**src/rtl/buffer_unpacker.sv**
```systemverilog
// Pops WIDTH-bit words from the circular buffer and streams OUT_WIDTH slices.
// Optional words_sent counter enabled by BUFFER_UNPACKER_CNT_EN.
module buffer_unpacker #(
  parameter int WIDTH     = 32,
  parameter int OUT_WIDTH = 8,
  parameter int MSB_FIRST = 0
) (
  input  logic                 clk,
  input  logic                 rst,
  input  logic                 buf_empty,
  output logic                 buf_rd,
  input  logic [WIDTH-1:0]     buf_data,
  output logic [OUT_WIDTH-1:0] out_data,
  output logic                 out_valid,
  input  logic                 out_ready,
  output logic                 busy
`ifdef BUFFER_UNPACKER_CNT_EN
  ,
  output logic [15:0]          words_sent
`endif
);

  localparam int N    = WIDTH / OUT_WIDTH;
  localparam int IDXW = (N > 1) ? $clog2(N) : 1;
  localparam logic [IDXW-1:0] LAST = IDXW'(N - 1);

  localparam logic [1:0] IDLE = 2'd0;
  localparam logic [1:0] RD   = 2'd1;
  localparam logic [1:0] LOAD = 2'd2;
  localparam logic [1:0] SEND = 2'd3;

  logic [1:0]           state_q, state_d;
  logic                 buf_rd_q, buf_rd_d;
  logic                 out_valid_q, out_valid_d;
  logic [OUT_WIDTH-1:0] out_data_q, out_data_d;
  logic [IDXW-1:0]      idx_q, idx_d;
  logic [WIDTH-1:0]     sh_q, sh_d;
  logic [WIDTH-1:0]     sh_next;
  logic                 xfer;
  logic                 last_xfer;

  function automatic logic [OUT_WIDTH-1:0] head(input logic [WIDTH-1:0] w);
    if (MSB_FIRST != 0) return w[WIDTH-1 -: OUT_WIDTH];
    return w[OUT_WIDTH-1:0];
  endfunction

  // The register shifts toward the output end so the next slice is always at the head.
  always_comb begin
    if (MSB_FIRST != 0) sh_next = sh_q << OUT_WIDTH;
    else                sh_next = sh_q >> OUT_WIDTH;
  end

  assign xfer      = out_valid_q & out_ready;
  assign last_xfer = (state_q == SEND) & xfer & (idx_q == LAST);

  always_comb begin
    state_d     = state_q;
    buf_rd_d    = 1'b0;
    out_valid_d = out_valid_q;
    out_data_d  = out_data_q;
    idx_d       = idx_q;
    sh_d        = sh_q;
    unique case (state_q)
      IDLE: begin
        if (!buf_empty) begin
          buf_rd_d = 1'b1;
          state_d  = RD;
        end
      end
      RD: begin
        state_d = LOAD;
      end
      LOAD: begin
        sh_d        = buf_data;
        idx_d       = '0;
        out_data_d  = head(buf_data);
        out_valid_d = 1'b1;
        state_d     = SEND;
      end
      SEND: begin
        if (xfer) begin
          if (idx_q == LAST) begin
            out_valid_d = 1'b0;
            state_d     = IDLE;
          end else begin
            idx_d      = idx_q + 1'b1;
            sh_d       = sh_next;
            out_data_d = head(sh_next);
          end
        end
      end
      default: begin
        state_d = IDLE;
      end
    endcase
  end

  always_ff @(posedge clk) begin
    if (rst) begin
      state_q     <= IDLE;
      buf_rd_q    <= 1'b0;
      out_valid_q <= 1'b0;
      out_data_q  <= '0;
      idx_q       <= '0;
      sh_q        <= '0;
    end else begin
      state_q     <= state_d;
      buf_rd_q    <= buf_rd_d;
      out_valid_q <= out_valid_d;
      out_data_q  <= out_data_d;
      idx_q       <= idx_d;
      sh_q        <= sh_d;
    end
  end

  assign buf_rd    = buf_rd_q;
  assign out_valid = out_valid_q;
  assign out_data  = out_data_q;
  assign busy      = (state_q != IDLE);

`ifdef BUFFER_UNPACKER_CNT_EN
  logic [15:0] cnt_q, cnt_d;

  always_comb begin
    cnt_d = cnt_q;
    if (last_xfer) cnt_d = cnt_q + 16'd1;
  end

  always_ff @(posedge clk) begin
    if (rst) cnt_q <= '0;
    else     cnt_q <= cnt_d;
  end

  assign words_sent = cnt_q;
`else
  logic unused_last;
  assign unused_last = last_xfer;
`endif

endmodule

```
**config.mk**
```make
export PLATFORM = sky130hd
export DESIGN_NAME = buffer_unpacker
export DESIGN_NICKNAME = d
export VERILOG_FILES = /design/src/rtl/buffer_unpacker.sv
export SDC_FILE = /design/constraint.sdc
export NUM_CORES = 1
export LEC_CHECK = 0
export CAP_MARGIN = 10
export CORE_UTILIZATION = 25
export CTS_CLUSTER_DIAMETER = 80
export DETAILED_ROUTE_END_ITERATION = 8
export PLACE_DENSITY = 0.43
export SYNTH_ARGS = -nofsm -noshare
export SYNTH_HDL_FRONTEND = slang
export SYNTH_SLANG_ARGS = --single-unit
export TNS_END_PERCENT = 20
```
**constraint.sdc**
```tcl
create_clock -name clk -period 2.05 [get_ports clk]
set_clock_uncertainty 0.1 [all_clocks]
set_input_delay 0.41 -clock clk [delete_from_list [all_inputs] [get_ports clk]]
set_output_delay 0.41 -clock clk [all_outputs]
set_load 0.01 [all_outputs]
```
; Yosys cells after proc, flatten, opt, wreduce, memory -nomap -nowiden
; Cells that the tools add are included.
[word_totals]
regBits = 46
in_bits = 36
out_inout_bits = 11
wordCells = 41
[op_classes]
add_sub_neg = 1
eq_ne = 8
mux = 17
bitwise_logic = 2
n_reduce_logical = 7
[ops]
columns = op, count
row1 = 32-bit 2-to-1 mux, 2
row2 = 32-bit one-hot mux with 2 select lines, 1
row3 = 8-bit 2-to-1 mux, 2
row4 = 8-bit one-hot mux with 2 select lines, 1
row5 = 2-bit 2-to-1 mux, 5
row6 = 3-bit AND reduction, 3
row7 = 2-bit one-hot mux with 4 select lines, 1
row8 = 2-bit == test (second input constant), 3
row9 = 2-bit inequality test (second input constant), 3
row10 = 2-bit one-hot mux with 2 select lines, 1
row11 = 2-bit nonzero test, 2
row12 = 1-bit 2-to-1 mux, 3
row13 = 2-bit by 1-bit adder with 2-bit output (second input constant), 1
row14 = 2-bit by 1-bit == test with 1-bit output (second input constant), 1
row15 = 2-bit logical NOT, 1
row16 = 2-bit by 1-bit inequality test with 1-bit output (second input constant), 1
row17 = 1-bit one-hot mux with 2 select lines, 1
row18 = 2-bit OR reduction, 1
row19 = 1-bit AND, 1
row20 = 1-bit inverter, 1

; Depth between registers and ports, before layout
; Gate-level depths: netlist of run 1.
[depth]
ltp_word = 4
mapped_depth = 8
depth_no_buf = 5

; Least setup slack after synthesis of run 1
; OpenSTA, ideal clock, no wires.
[synth_path]
path_kind = reg-to-reg
from = reg state_q[0]
to = reg sh_q[10]
setup_time_ps = 81
t_arrival_ps = 1555
t_required_ps = 1869
path_slack_ps = 314
stages_incl_launch_ff = 9
n_path_buf = 3
period_less_slack_ps = 1736
path_cell_list = dfxtp_1 inv_1 ha_1 or2_1 buf_2 and3_4 buf_6 buf_6 a211oi_2
[synth_between]
elab_chain_len = 3
elab_cells_between_ends = 7
cone_classes = 4 x eq/ne / 1 x mux / 2 x reduce/logical
[synth_lines]
columns = element, line_no
row1 = "start, declared", 32  ; logic [1:0] state_q, state_d;
row2 = "start signal, assigned", 107  ; state_q <= state_d;
row3 = 2-bit == test, 63  ; unique case (state_q)
row4 = 2-bit inequality test (no source line) or 2-bit nonzero test (tied branches), n/a
row5 = 3-bit AND reduction (no source line), n/a
row6 = "end signal, assigned", 105  ; sh_q <= '0;
row7 = "end signal, assigned", 112  ; sh_q <= sh_d;
row8 = "end, declared", 37  ; logic [WIDTH-1:0] sh_q, sh_d;
; Parallel ways exist; a longest one is shown, timed or not.
; A chain may end at the register's enable or synchronous reset.

; Worst setup path after layout of run 1
[layout_path]
from = reg state_q[0]
to = out busy
[layout_between]
elab_chain_len = 1
[layout_lines]
columns = element, line_no
row1 = 2-bit nonzero test, 119  ; assign busy = (state_q != IDLE);
row2 = "end, declared", 16  ; output logic busy
; Every way passes these cells.

==> impl_results.md, run 1 <==
* Reg2Reg Capture Point: sh_q[7]
* Setup TNS at 0 ns
* Post-Syn Area at approximately 0.0019 mm²
* Flop-to-flop setup slack at roughly 0.37 ns
* Initial antenna violation count at 0
* Min-Delay Path Depth at 1
* Pwr per Cell Area at 1340 mW/mm²
* Setup violations, final at 0
* Max FO, Critical Path at 4
* Number of diodes at 0
* TritonCTS clock tree: built
* DR WL/cell at between 15 and 20 µm
* Most frequent cells in the layout: clkdlybuf4s50_1, dfxtp_1, mux2i_1, a31oi_1, a211oi_2
* Die W at roughly 90 µm
* CORE AREA at 0.00737 mm²
* Hold Path Class: register to register
* Crit share post-route at between 80% and 90%
* Post-CTS setup repair buffer count at 0
* Worst Max-Slew Pin Slew at between 0.4 and 0.5 ns
* Vias in the first global route at between 1500 and 2000
* DIE AREA at slightly above 0.008 mm²
* Die H at 90.0 µm
* Fmax at around 560 MHz
* WP data arrival at approximately 1.3 ns
* Clock Root Buffer: clkbuf_8
* Area grow syn2layout at 33.2%
* Footprint of the multi-input gates at 0.00101 mm²
* Dpl hpwl at roughly 3400 µm
* IO buf count at 46
* GRT overflow at 0
* Type of the worst setup path: register to output port
* Mapped Nets at between 200 and 250
* Worst-Skew Late Latency at around 0.29 ns
* DRC at 0
* Longest Clk Path Bufs at 2
* Number of routed nets with antenna violations at 0
* Filler Cells Inserted at 765
* Startpoint of the worst-slack reg-to-reg timing path: state_q[0]
* Largest net degree at the start of global routing at 25
* Routed wire length at 4970 µm
* Commonest non-fill, non-tap cell in the layout: clkdlybuf4s50_1
* CP startpoint: state_q[0]
* Fin nets at 262
* Initial Util at 26.3%
* Type of origin of the critical path: register
* Synth Register Bits at 38
* Final slew viol count at 0
* WP data required at roughly 1.5 ns
* Via density at ~4.6
* Slew margin rel. at a little over two thirds
* Worst R2R Path Depth at 6
* Final Hold Vio Count at 0
* DR iter-0 viols at 52
* Register area at 763 µm²
* Via count at ~1500
* Peak VDD IR at approximately 0.32 mV
* YS warnings at 0
* First-pass GRT wire length at between 8000 and 9000 µm
* Hold EP: sh_q[26]
* Status: finished, final reports clean
* Pre-Repair DR Iteration Count at 4
* Yosys top cell area share at 39.3%
* H-tree depth at 2
* CTS buffer count at 5
* Routability cong. at roughly 0.65
* Leakage at roughly 0.00086 µW
* Tmin final at roughly 1.8 ns
* Setup crit end kind: output port
* Synth Instances at ~180
* Synth area leader: dfxtp_1
* Clock transition at the registers of the reported paths at around 0.08 ns
* Layout cells sized above 1 at approximately a fifth
* Hold_sp: sh_q[26]
* DP Area at 0.00248 mm²
* I/O pin count at 47
* Post-Layout Inst Area at approximately 0.0026 mm²
* Unrepaired setup endpoints after global routing: false
* Synth top area cells: dfxtp_1, mux2i_1, a211oi_2
* Seq/Total Area, Yosys at around two fifths
* Max-cap violations at 0
* Overall routing resource usage at between 10% and 20%
* Row cnt at 31
* Netlist cell types at 30
* TritonCTS Sinks at 38
* Avg Cell Area, Syn at approximately 11 µm²
-- critical path: stages (launching register included) --
cell and delay, ns:
dfxtp_2 0.36, inv_1 0.06, ha_1 0.23, inv_1 0.07, dlygate4sd2_1 0.26
-- power breakdown --
part / total, µW / internal, µW / switching (µW)
logic: 1660 / 847 / 817
clock network: 548 / 271 / 278
registers: 1250 / 1060 / 190
-- layout make-up --
| type | count | share of cell area (%) |
|---|---|---|
| Multi-Input combinational cell | 114 | 39.1 |
| Sequential cell | 38 | 29.6 |
| Timing Repair Buffer | 56 | 22.2 |
| Tap cell | 99 | 4.80 |
| Clock buffer | 6 | 3.20 |
| Inverter | 5 | 0.727 |
| Clock inverter | 2 | 0.485 |
-- through the flow --
| stage | setup slack, ns | power (µW) | cells | hold WS (ns) | util [%] |
|---|---|---|---|---|---|
| final | 0.263 | 3460 | 320 | 0.382 | 35.0 |
| after CTS | 0.239 | 3510 | 320 | 0.386 | 35.0 |
| after global routing | 0.157 | 3690 | 320 | 0.405 | 35.0 |
| after global placement | 0.0966 | 2940 | 312 | 0.362 | 33.7 |
| after detailed placement | 0.109 | 2950 | 312 | 0.366 | 33.7 |
| after floorplan | 0.314 | 2470 | 182 | 0.349 | - |
-- worst max-delay path by stage --
stage                             end  cells after the start  slack [ns]
after floorplan              sh_q[10]                      8        0.31
after global placement    out_data[6]                      5         0.1
after detailed placement  out_data[0]                      5        0.11
after CTS                        busy                      4        0.24
after global routing             busy                      4        0.16
final                            busy                      4        0.26
-- flip-flops by register name (all words and copies together), names as in the netlist --
| name | count |
|---|---|
| sh_q | 25 |
| out_data | 7 |
| idx_q | 2 |
| state_q | 2 |
| buf_rd | 1 |
| out_valid | 1 |
-- kinds of logic (layout without fill, tap and decap cells) --
group | after synthesis | in the layout | synth area share [%]
mux | 28 | 28 | 14.5
flops | 38 | 38 | 39.3
compound gates | 63 | 63 | 28.5
buf+inv | 30 | 69 | 8.84
fa+ha+maj | 6 | 6 | 3.87
simple gates | 17 | 17 | 5.04
-- cell usage after synthesis --
library cell  number
dfxtp_1           38
mux2i_1           28
a31oi_1           24
a211oi_2          20
clkbuf_1           9
a22o_1             8
buf_4              8
ha_1               6
nand2_1            6
buf_2              5
a211oi_1           4
inv_1              4
buf_6              3
nand3_1            2
nor2b_1            2
a21bo_1            1
a21oi_1            1
a22oi_1            1
a31oi_2            1
and2_1             1
and3_4             1
inv_2              1
nand3b_1           1
nor2_1             1
nor3_1             1
nor4_2             1
o21ai_0            1
o21ai_1            1
o21bai_1           1
or2_1              1
-- routing by layer --
layer  routed length (µm)  up-vias  global-route usage, %
met5                    0        -                      0
met4                   42        0                   4.44
met3                  172        2                   3.30
met2                 2180       26                   18.6
met1                 2580      692                   17.2
li1                     -      759                      -
-- repair_timing --
item | 4_1_cts | 5_1_grt
setup endpoints to repair | 1 | 0
hold buffers | 0 | 0
resized for setup | 3 | 0
endpoints found under the hold margin | 0 | 0
Power figures use the tool's default switching activity.
==> run 2, diff against run 1 <==
- ABC_AREA: not set -> 0
- HOLD_SLACK_MARGIN: not set -> 0.1
- clock period: 2.05 -> 2 ns (I/O delays scaled with it)
==> run 2 against run 1 <==
  * Largest cell class unchanged
  * Non-clock buffer count rose by 1
  * Total power rose by 7.2%
  * Sequential cell count did not move
  * Register-to-register slack got worse by 0.11 ns
  * Critical endpoint unchanged
  * Via count rose by 0.41%
  * Worst setup slack got worse by 0.035 ns
  * Sequential share of layout area fell by 0.28 points
==> impl_results.md, run 2 (synthesis gave the netlist of run 1 again) <==
* Status: finished, final reports clean (unchanged)
* Switching share of power at 35.3% (was 37.1%)
* Setup violations, final at 0 (unchanged)
* Die H at 90.0 µm (unchanged)
* Setup crit end kind: output port (unchanged)
* Max-cap violations at 0 (unchanged)
* Pwr per Cell Area at 1420 mW/mm² (was 1340 mW/mm²)
* CP Cell Sequence: inv_1, ha_1, inv_1, dlygate4sd2_1 (unchanged)
* DR iter-0 viols at 47 (was 52)
* P_sw at 1310 µW (was 1280 µW)
* IO buf count at 46 (unchanged)
* Overall routing resource usage at 12.4% (was 12.5%)
* Worst-Skew Late Latency at 0.28 ns (was 0.29 ns)
* Unrepaired setup endpoints after global routing: false (unchanged)
* Final Hold Vio Count at 0 (unchanged)
* Hold Path Class: register to register (unchanged)
* DRC at 0 (unchanged)
* Largest Register: sh_q (unchanged)
* Via density at 4.64 (was 4.62)
* Number of routed nets with antenna violations at 0 (unchanged)
* Pre-Repair DR Iteration Count at 4 (unchanged)
* Layout cells sized above 1 at 20.4% (unchanged)
* DIE AREA at 0.00811 mm² (unchanged)
* Routability cong. at 0.674 (was 0.653)
* Hold Buf Count CTS at 0 (unchanged)
* TritonCTS Sinks at 38 (unchanged)
* Type of the worst setup path: register to output port (unchanged)
* I/O pin count at 47 (unchanged)
* Via count at 1485 (was 1479)
* WP data arrival at 1.27 ns (was 1.28 ns)
* Worst Max-Slew Pin Slew at 0.752 ns (was 0.445 ns)
* First-pass GRT wire length at 7950 µm (was 8090 µm)
* DR WL/cell at 15.5 µm (about the same)
* Combinational Power Share at 47.5% (was 48.1%)
* Post-Layout Inst Area at 0.00261 mm² (was 0.00258 mm²)
* WP data required at 1.50 ns (was 1.54 ns)
* Commonest non-fill, non-tap cell in the layout: clkdlybuf4s50_1 (unchanged)
* Crit path largest cell delay at 0.36 ns (about the same)
* Setup TNS at 0 ns (unchanged)
* Longest Clk Path Bufs at 2 (unchanged)
* Cell mode on critical path: inv_1 (unchanged)
* Largest net degree at the start of global routing at 25 (unchanged)
* Final slew viol count at 0 (unchanged)
* Seq pwr share at 34.3% (was 36.1%)
* Max reg flops at 25 (unchanged)
* Post_cts resized at 3 (unchanged)
* Cell Int Power at 2400 µW (was 2180 µW)
* Crit share post-route at between 80% and 90%
* Row cnt at 31 (unchanged)
* Area grow syn2layout at 34.5% (was 33.2%)
* Routed wire length at 4960 µm (was 4970 µm)
* H-tree depth at 2 (unchanged)
* Number of diodes at 0 (unchanged)
* Post-CTS setup repair buffer count at 0 (unchanged)
* CORE AREA at 0.00737 mm² (unchanged)
* Worst path slowest cell: dfxtp_2 (unchanged)
* Clock transition at the registers of the reported paths at 0.08 ns (about the same)
* Fmax at approximately 560 MHz
* TritonCTS clock tree: built (unchanged)
* Fin nets at 263 (was 262)
* Dpl hpwl at 3350 µm (was 3380 µm)
* Cells after DPL at 313 (was 312)
* Initial antenna violation count at 0 (unchanged)
* DP Area at 0.00249 mm² (was 0.00248 mm²)
* Leakage at 0.000876 µW (was 0.000862 µW)
* Max FO, Critical Path at 4 (unchanged)
* Tmin final at approximately 1.8 ns
* Fin cells at 320 (unchanged)
* Slew margin rel. at 49.5% (was 70.3%)
* GRT overflow at 0 (unchanged)
* Peak VDD IR at 0.393 mV (was 0.325 mV)
* Type of origin of the critical path: register (unchanged)
* Clock Root Buffer: clkbuf_8 (unchanged)
* CTS buffer count at 5 (unchanged)
* Vias in the first global route at 1533 (was 1546)
* Most frequent cells in the layout: clkdlybuf4s50_1, dfxtp_1, mux2i_1, a31oi_1, a211oi_2 (unchanged)
* Power share of the clock group at 18.2% (was 15.8%)
* Die W at 90.0 µm (unchanged)
* Initial Util at 26.3% (unchanged)
-- run 2: stage by stage --
step	hold WS, ns	utilization (%)	worst slack, ns	total power (µW)
6_report	0.385	35.4	0.228	3710
4_1_cts	0.389	35.4	0.211	3770
5_1_grt	0.400	35.4	0.0977	3960
2_1_floorplan	0.349	-	0.264	2540
3_3_place_gp	0.363	33.8	0.0633	3080
3_5_place_dp	0.367	33.8	0.0631	3070
-- run 2: cell type report --
| type | count | area (µm²) |
|---|---|---|
| inverter | 5 | 18.8 |
| multi-input combinational | 114 | 1010 |
| timing repair buffer | 57 | 579 |
| tap | 99 | 124 |
| fill | 747 | 4760 |
| sequential | 38 | 763 |
| clock buffer | 6 | 82.6 |
| clock inverter | 1 | 30.0 |
-- run 2: power groups by stage --
stage | Sequential (µW) | Combinational (µW) | Clock (µW)
4_1_cts | 1280 | 1790 | 701
3_3_place_gp | 1290 | 1790 | 0
3_5_place_dp | 1290 | 1790 | 0
6_report | 1270 | 1760 | 675
5_1_grt | 1310 | 1920 | 731
2_1_floorplan | 1240 | 1300 | 0
-- run 2: worst max-delay path, delay by kind of cell (launching register included) --
| kind | cells | cell delay, ns |
|---|---|---|
| flops | 1 | 0.36 |
| fa+ha+maj | 1 | 0.22 |
| buf+inv | 3 | 0.40 |
-- run 2: path summary, 6_finish.rpt --
path	end	slack, ns	start	depth (start not counted)
max	busy	0.23	state_q[0]	4
min	sh_q[27]	0.38	sh_q[27]	1
max reg2reg	sh_q[29]	0.26	state_q[0]	5
min reg2reg	sh_q[27]	0.38	sh_q[27]	1
-- run 2: layer usage --
metal	part of all wire, %	vias to the layer above	GRT usage [%]
li1	-	758	-
met1	50	697	16.9
met2	45	28	19.0
met3	3.5	2	2.88
met4	0.99	0	4.44
met5	0	-	0
